**config.mk**
```make
export PLATFORM = sky130hd
export DESIGN_NAME = audio_psg
export DESIGN_NICKNAME = d
export VERILOG_FILES = /design/src/rtl/audio_psg.sv
export SDC_FILE = /design/constraint.sdc
export NUM_CORES = 1
export LEC_CHECK = 0
export ABC_CLOCK_PERIOD_IN_PS = 13300
export CAP_MARGIN = 15
export CORE_MARGIN = 3
export CORE_UTILIZATION = 33
export CTS_BUF_LIST = sky130_fd_sc_hd__clkbuf_16
export CTS_CLUSTER_DIAMETER = 50
export DETAILED_ROUTE_END_ITERATION = 10
export SYNTH_ARGS = -nofsm -noshare
export SYNTH_HDL_FRONTEND = slang
export SYNTH_SLANG_ARGS = --single-unit
```
**constraint.sdc**
```tcl
create_clock -name clk -period 13.3 [get_ports clk]
set_input_delay 2.66 -clock clk [delete_from_list [all_inputs] [get_ports clk]]
set_output_delay 2.66 -clock clk [all_outputs]
set_load 0.05 [all_outputs]
```
**src/rtl/audio_psg.sv**
```systemverilog
// rtl/audio_psg.sv - 8-voice programmable sound generator with stereo 8-bit PWM outputs
//
// Purpose:
//    Eight time-multiplexed voices (pulse / saw / triangle / noise) share one
//    arithmetic path. Each 256-clock sample period is divided as follows:
//      - Voice v is evaluated at cnt = v (0..7).
//      - Its signed, volume-scaled sample is accumulated into the left and/or
//        right mix.
//      - At cnt = 255 each mix is converted to an 8-bit PWM duty for the next
//        period, and the mix is cleared.
//
// Ports:
//    clk         in   1  system clock, rising-edge logic
//    rst         in   1  asynchronous active-low reset
//    ram_wraddr  in   5  register address: voice = [4:2], byte = [1:0]
//    ram_wrdata  in   8  register write data
//    ram_write   in   1  write strobe, sampled on rising clk
//    audio_l     out  1  left PWM output
//    audio_r     out  1  right PWM output
//
// Register bytes per voice:
//    b0 freq[7:0]
//    b1 freq[15:8]
//    b2 {R_en, L_en, vol[5:0]}
//    b3 {wave[1:0], pw[5:0]}

module audio_psg (
   input  logic       clk,
   input  logic       rst,
   input  logic [4:0] ram_wraddr,
   input  logic [7:0] ram_wrdata,
   input  logic       ram_write,
   output logic       audio_l,
   output logic       audio_r
);

   // ------------------------------------------------------------------
   // State
   // ------------------------------------------------------------------
   logic [7:0]         regs_q [32];
   logic [7:0]         cnt_q, cnt_d;
   logic [16:0]        phase_q [8];
   logic [16:0]        phase_d;
   logic [15:0]        lfsr_q, lfsr_d;
   logic signed [14:0] mix_l_q, mix_l_d;
   logic signed [14:0] mix_r_q, mix_r_d;
   logic [7:0]         duty_l_q, duty_l_d;
   logic [7:0]         duty_r_q, duty_r_d;
   logic               audio_l_q, audio_l_d;
   logic               audio_r_q, audio_r_d;

   // ------------------------------------------------------------------
   // Voice datapath signals
   // ------------------------------------------------------------------
   logic [2:0]         vsel;
   logic               slot_active;
   logic [15:0]        freq;
   logic [7:0]         ctl;
   logic [7:0]         wctl;
   logic [5:0]         pos;
   logic [5:0]         tri_v;
   logic [5:0]         noise_w;
   logic [5:0]         wval;
   logic [15:0]        lfsr_step;
   logic signed [6:0]  samp;
   logic signed [12:0] samp_x;
   logic signed [12:0] vol_x;
   logic signed [12:0] contrib;
   logic signed [14:0] contrib_x;

   // ------------------------------------------------------------------
   // Host register file (write-only from the bus side)
   // ------------------------------------------------------------------
   always_ff @(posedge clk or negedge rst) begin
      if (!rst) begin
         for (int i = 0; i < 32; i++) begin
            regs_q[i] <= 8'd0;
         end
      end else if (ram_write) begin
         regs_q[ram_wraddr] <= ram_wrdata;
      end
   end

   // ------------------------------------------------------------------
   // Shared voice datapath: evaluates the voice selected by cnt[2:0]
   // ------------------------------------------------------------------
   always_comb begin
      vsel        = cnt_q[2:0];
      slot_active = (cnt_q[7:3] == 5'd0);

      freq = {regs_q[{vsel, 2'd1}], regs_q[{vsel, 2'd0}]};
      ctl  = regs_q[{vsel, 2'd2}];
      wctl = regs_q[{vsel, 2'd3}];

      // 17-bit phase accumulator wraps naturally.
      phase_d = phase_q[vsel] + {1'b0, freq};
      pos     = phase_d[16:11];
      tri_v   = phase_d[16] ? ~phase_d[15:10] : phase_d[15:10];

      // Taps 16,14,13,11 -> bits 15,13,12,10, shifted in at the bottom.
      lfsr_step = {lfsr_q[14:0], lfsr_q[15] ^ lfsr_q[13] ^ lfsr_q[12] ^ lfsr_q[10]};

      // The LFSR advances on the cnt = 0 edge. Voice 0 is evaluated on that
      // same edge, so it is handed the stepped value; this way every voice in
      // a period hears the same noise word.
      noise_w = (cnt_q == 8'd0) ? lfsr_step[5:0] : lfsr_q[5:0];

      case (wctl[7:6])
         2'd0:    wval = (pos < wctl[5:0]) ? 6'd63 : 6'd0;
         2'd1:    wval = pos;
         2'd2:    wval = tri_v;
         default: wval = noise_w;
      endcase

      // Signed sample -32..31 scaled by an unsigned 6-bit volume.
      samp      = $signed({1'b0, wval}) - 7'sd32;
      samp_x    = {{6{samp[6]}}, samp};
      vol_x     = $signed({7'd0, ctl[5:0]});
      contrib   = samp_x * vol_x;
      contrib_x = {{2{contrib[12]}}, contrib};
   end

   // ------------------------------------------------------------------
   // Sequencer, mixer, duty latch and PWM comparator
   // ------------------------------------------------------------------
   always_comb begin
      cnt_d    = cnt_q + 8'd1;
      lfsr_d   = (cnt_q == 8'd0) ? lfsr_step : lfsr_q;
      mix_l_d  = mix_l_q;
      mix_r_d  = mix_r_q;
      duty_l_d = duty_l_q;
      duty_r_d = duty_r_q;

      if (slot_active) begin
         if (ctl[6]) begin
            mix_l_d = mix_l_q + contrib_x;
         end
         if (ctl[7]) begin
            mix_r_d = mix_r_q + contrib_x;
         end
      end

      // End of period: top 8 bits of the mix in offset binary become the
      // duty for the whole next period; the mix restarts from zero.
      if (cnt_q == 8'hFF) begin
         duty_l_d = {~mix_l_q[14], mix_l_q[13:7]};
         duty_r_d = {~mix_r_q[14], mix_r_q[13:7]};
         mix_l_d  = 15'sd0;
         mix_r_d  = 15'sd0;
      end

      audio_l_d = (cnt_q < duty_l_q);
      audio_r_d = (cnt_q < duty_r_q);
   end

   always_ff @(posedge clk or negedge rst) begin
      if (!rst) begin
         cnt_q     <= 8'd0;
         lfsr_q    <= 16'h0001;
         mix_l_q   <= 15'sd0;
         mix_r_q   <= 15'sd0;
         duty_l_q  <= 8'h80;
         duty_r_q  <= 8'h80;
         audio_l_q <= 1'b0;
         audio_r_q <= 1'b0;
      end else begin
         cnt_q     <= cnt_d;
         lfsr_q    <= lfsr_d;
         mix_l_q   <= mix_l_d;
         mix_r_q   <= mix_r_d;
         duty_l_q  <= duty_l_d;
         duty_r_q  <= duty_r_d;
         audio_l_q <= audio_l_d;
         audio_r_q <= audio_r_d;
      end
   end

   always_ff @(posedge clk or negedge rst) begin
      if (!rst) begin
         for (int i = 0; i < 8; i++) begin
            phase_q[i] <= 17'd0;
         end
      end else if (slot_active) begin
         phase_q[vsel] <= phase_d;
      end
   end

   assign audio_l = audio_l_q;
   assign audio_r = audio_r_q;

endmodule

```
==> reports/qor.csv <==
stage,metric,value,unit
clock_tree,postCtsSetupBuffers,0,
sta,fin_crit,11710,ps
clock_tree,cts.sinks,464,
power_and_ir_drop,p_switching,1.62,mW
floorplanning,die_w,275,um
floorplanning,rows,97,
min_path,whs_endpoint,duty_l_q[7],
setup_path,cp.arrival,12240,ps
clock_tree,cts_resized,0,
min_path,min_from,mix_l_q[14],
clock_tree,clockRootBuffer,clkbuf_16,
setup_path,r2r_slack,1590,ps
sta,finalSetupViolCount,0,
setup_path,max_stage_delay,660,ps
route,firstDrtPassIters,6,
power_and_ir_drop,power_frac_comb,33.0,%
floorplanning,die_y,275,um
setup_path,worstSetupPathType,register to register,
setup_path,r2r-end,mix_l_q[14],
floorplanning,top_level_ports,18,
synth,ys_types,70,
floorplanning,dieArea,75400,um^2
setup_path,path_max_fanout,42,
synth,syn_area,23800,um^2
setup_path,reg2reg_depth,47,
global_routing,grt_max_degree,174,
synth,synthXorXnorAreaFrac,2.39,%
power_and_ir_drop,p_int,3.10,mW
synth,synth_top_family_by_area,multiplexers,
global_routing,grt_usage,17.4,%
min_path,hold_path_class,register to register,
synth,syn_inst,2212,
floorplanning,start_util,33.6,%
setup_path,path_common_cell,ha_1,
route,wl_per_cell,20.4,um
clock_tree,clk_pin_slew_worst_paths,60,ps
floorplanning,core,70800,um^2
synth,avgSynthCellArea,10.8,um^2
setup_path,start_kind,register,
route,ant_nets,0,
route,drc_errors,0,
power_and_ir_drop,p_seq_share,35.3,%
synth,synthAdderAreaFrac,7.19,%
sta,holdWs,457,ps
sta,rsz0062_at_grt,no,
placement,hpwl,43600,um
layout,final_cell_mix,"460 x dfrtp_1, 332 x nand2_1, 296 x mux2_2",
synth,synth.ff_latch_count,464,
synth,synth_flop_cell,dfrtp_1,
power_and_ir_drop,power_frac_clock,31.7,%
synth,seq_area_frac_synth,48.8,%
sta,hold_viol,0,
route,drt_iter0_drc,1442,
sta,max_slew_margin,22.3,%
setup_path,end_kind,register,
synth,yosysWarnings,0,
sta,tns,0,ps
power_and_ir_drop,power_per_cell_area,175,nW/um^2
sta,maxClockFrequency,0.0854,GHz
setup_path,cpMaxStageDelayCell,nor2_2,
placement,dpl_worst_slack,1720,ps
power_and_ir_drop,power,4.72,mW
global_routing,grt_antenna_before_repair,0,
clock_tree,cts_hold_buf,0,
flow_run,cap_violations,0,
clock_tree,htree_levels,2,
global_routing,grt_pass1_vias,17600,
sta,tightest_slew,1160,ps
sta,fin_ws,1590,ps
power_and_ir_drop,switching_share,34.4,%
global_routing,grt_overflow_total,0,
route,routed_via_density,5.38,
synth,synthArstFlopShare,100,%
setup_path,cp_data_required_time,13840,ps
min_path,hold_depth,1,
synth,synth_edf_count,0,
sta,post-route-period-util,88.0,%
run_status,status,"complete, no violations",
placement,portBuffers,17,
layout,antenna_cells,0,
global_routing,grt_pass1_wl,103000,um
power_and_ir_drop,leakage,12.3,nW
setup_path,r2r_start,cnt_q[2],
sta,maxSlewViolCount,0,
synth,synth-simple-area-share,10.9,%
route,dr_total_vias,17200,
synth,syn_nets,2348,
sta,fin_skew,25.3,ps
placement,placed_cell_area,25100,um^2
layout,areaGrowthSynthToFinish,13.5,%
setup_path,cp-startpoint,cnt_q[2],
clock_tree,cts_buffer_depth,3,
synth,muxShareOfSynthArea,15.3,%
layout,layout_commonest_cell,dfrtp_1,
synth,synth-compound-area-share,12.1,%
placement,gp_congestion,0.854,
layout,fin_area,27000,um^2
layout,fin_nets,2353,
clock_tree,cts_tree,done,
power_and_ir_drop,ir_drop,0.000132,V
clock_tree,cts_made_buffers,56,
clock_tree,clock_latency,620,ps
layout,nFillCells,6794,
route,wl,65300,um
layout,drive_gt1_share,20.3,%
[sequential cells by signal, summed over array words and instances, names as in the netlist]
| signal | count |
|---|---|
| regs_q | 256 |
| phase_q | 136 |
| lfsr_q | 16 |
| mix_l_q | 15 |
| mix_r_q | 15 |
| cnt_q | 8 |
| duty_l_q | 8 |
| duty_r_q | 8 |
| audio_l | 1 |
| audio_r | 1 |
[cell usage after synthesis, drive strengths merged (6+ instances only)]
master	count	share of area (%)
a211oi	6	0.21
a21o	8	0.25
a21oi	66	1.4
a221o	7	0.29
a221oi	13	0.48
a22o	9	0.33
a22oi	109	3.4
a31oi	11	0.35
and3	10	0.26
buf	15	0.29
clkbuf	100	1.6
dfrtp	461	48
fa	28	2.4
ha	92	4.8
inv	90	1.4
mux2	298	14
mux2i	27	1.1
nand2	332	5.2
nand2b	7	0.18
nand3	43	0.90
nand3b	6	0.19
nand4	22	0.58
nor2	107	1.7
nor2b	12	0.32
nor3	23	0.48
nor3b	6	0.19
o211ai	8	0.27
o21a	11	0.35
o21ai	123	2.6
o21bai	10	0.32
o22ai	21	0.55
or2	9	0.24
or3	6	0.18
xnor2	44	1.6
xor2	21	0.77
[worst max-delay path: cells and delay by family (launching register included)]
kind	cells	cell delay [ps]
mux	2	490
buf+inv	7	1160
simple gates	13	2730
compound gates	14	2870
xor+xnor	3	860
flops	1	360
fa+ha+maj	8	3100
[through the flow]
step           cells  util [%]
2_1_floorplan   2212         -
3_3_place_gp    3094      35.5
3_5_place_dp    3096      35.5
4_1_cts         3202      38.1
5_1_grt         3205      38.2
6_report        3205      38.2
[worst max path at each step]
stage / end / slack, ps / cells after the start
after floorplan: mix_r_q[14] / 2240 / 53
after global placement: mix_r_q[14] / 1550 / 48
after detailed placement: mix_l_q[14] / 1720 / 46
after CTS: mix_l_q[14] / 1690 / 46
after global routing: mix_l_q[14] / 540 / 46
final: mix_l_q[14] / 1590 / 47
[metal layers]
| metal | global-route usage (%) | part of all wire, % |
|---|---|---|
| met5 | 0 | 0 |
| met1 | 24.7 | 46 |
| met4 | 5.42 | 2.5 |
| met3 | 2.92 | 6.0 |
| met2 | 27.4 | 46 |
[cells by family after synthesis]
family | Yosys count
AO/OA/AOI/OAI | 435
XOR/XNOR | 65
adder cells (fa/ha/maj) | 120
buffers and inverters | 205
flip-flops | 464
multiplexers | 326
AND/OR/NAND/NOR | 597
[power groups by stage]
stage	Combinational [mW]	Clock [mW]	Sequential, mW
floorplan	1.21	0	1.66
global placement	1.50	0	1.68
detailed placement	1.54	0	1.69
CTS	1.56	1.53	1.66
global route	1.76	1.59	1.68
finish	1.56	1.50	1.67
[final cells by class]
cell class	instances	area [um^2]	area share, %
sequential	464	11600	43.0
clock buffer	57	1430	5.28
timing repair buffer	62	622	2.30
inverter	90	338	1.25
multi-input combinational	1543	11400	42.4
clock inverter	49	395	1.46
tap	940	1180	4.35
Power figures use the tool's default switching activity.
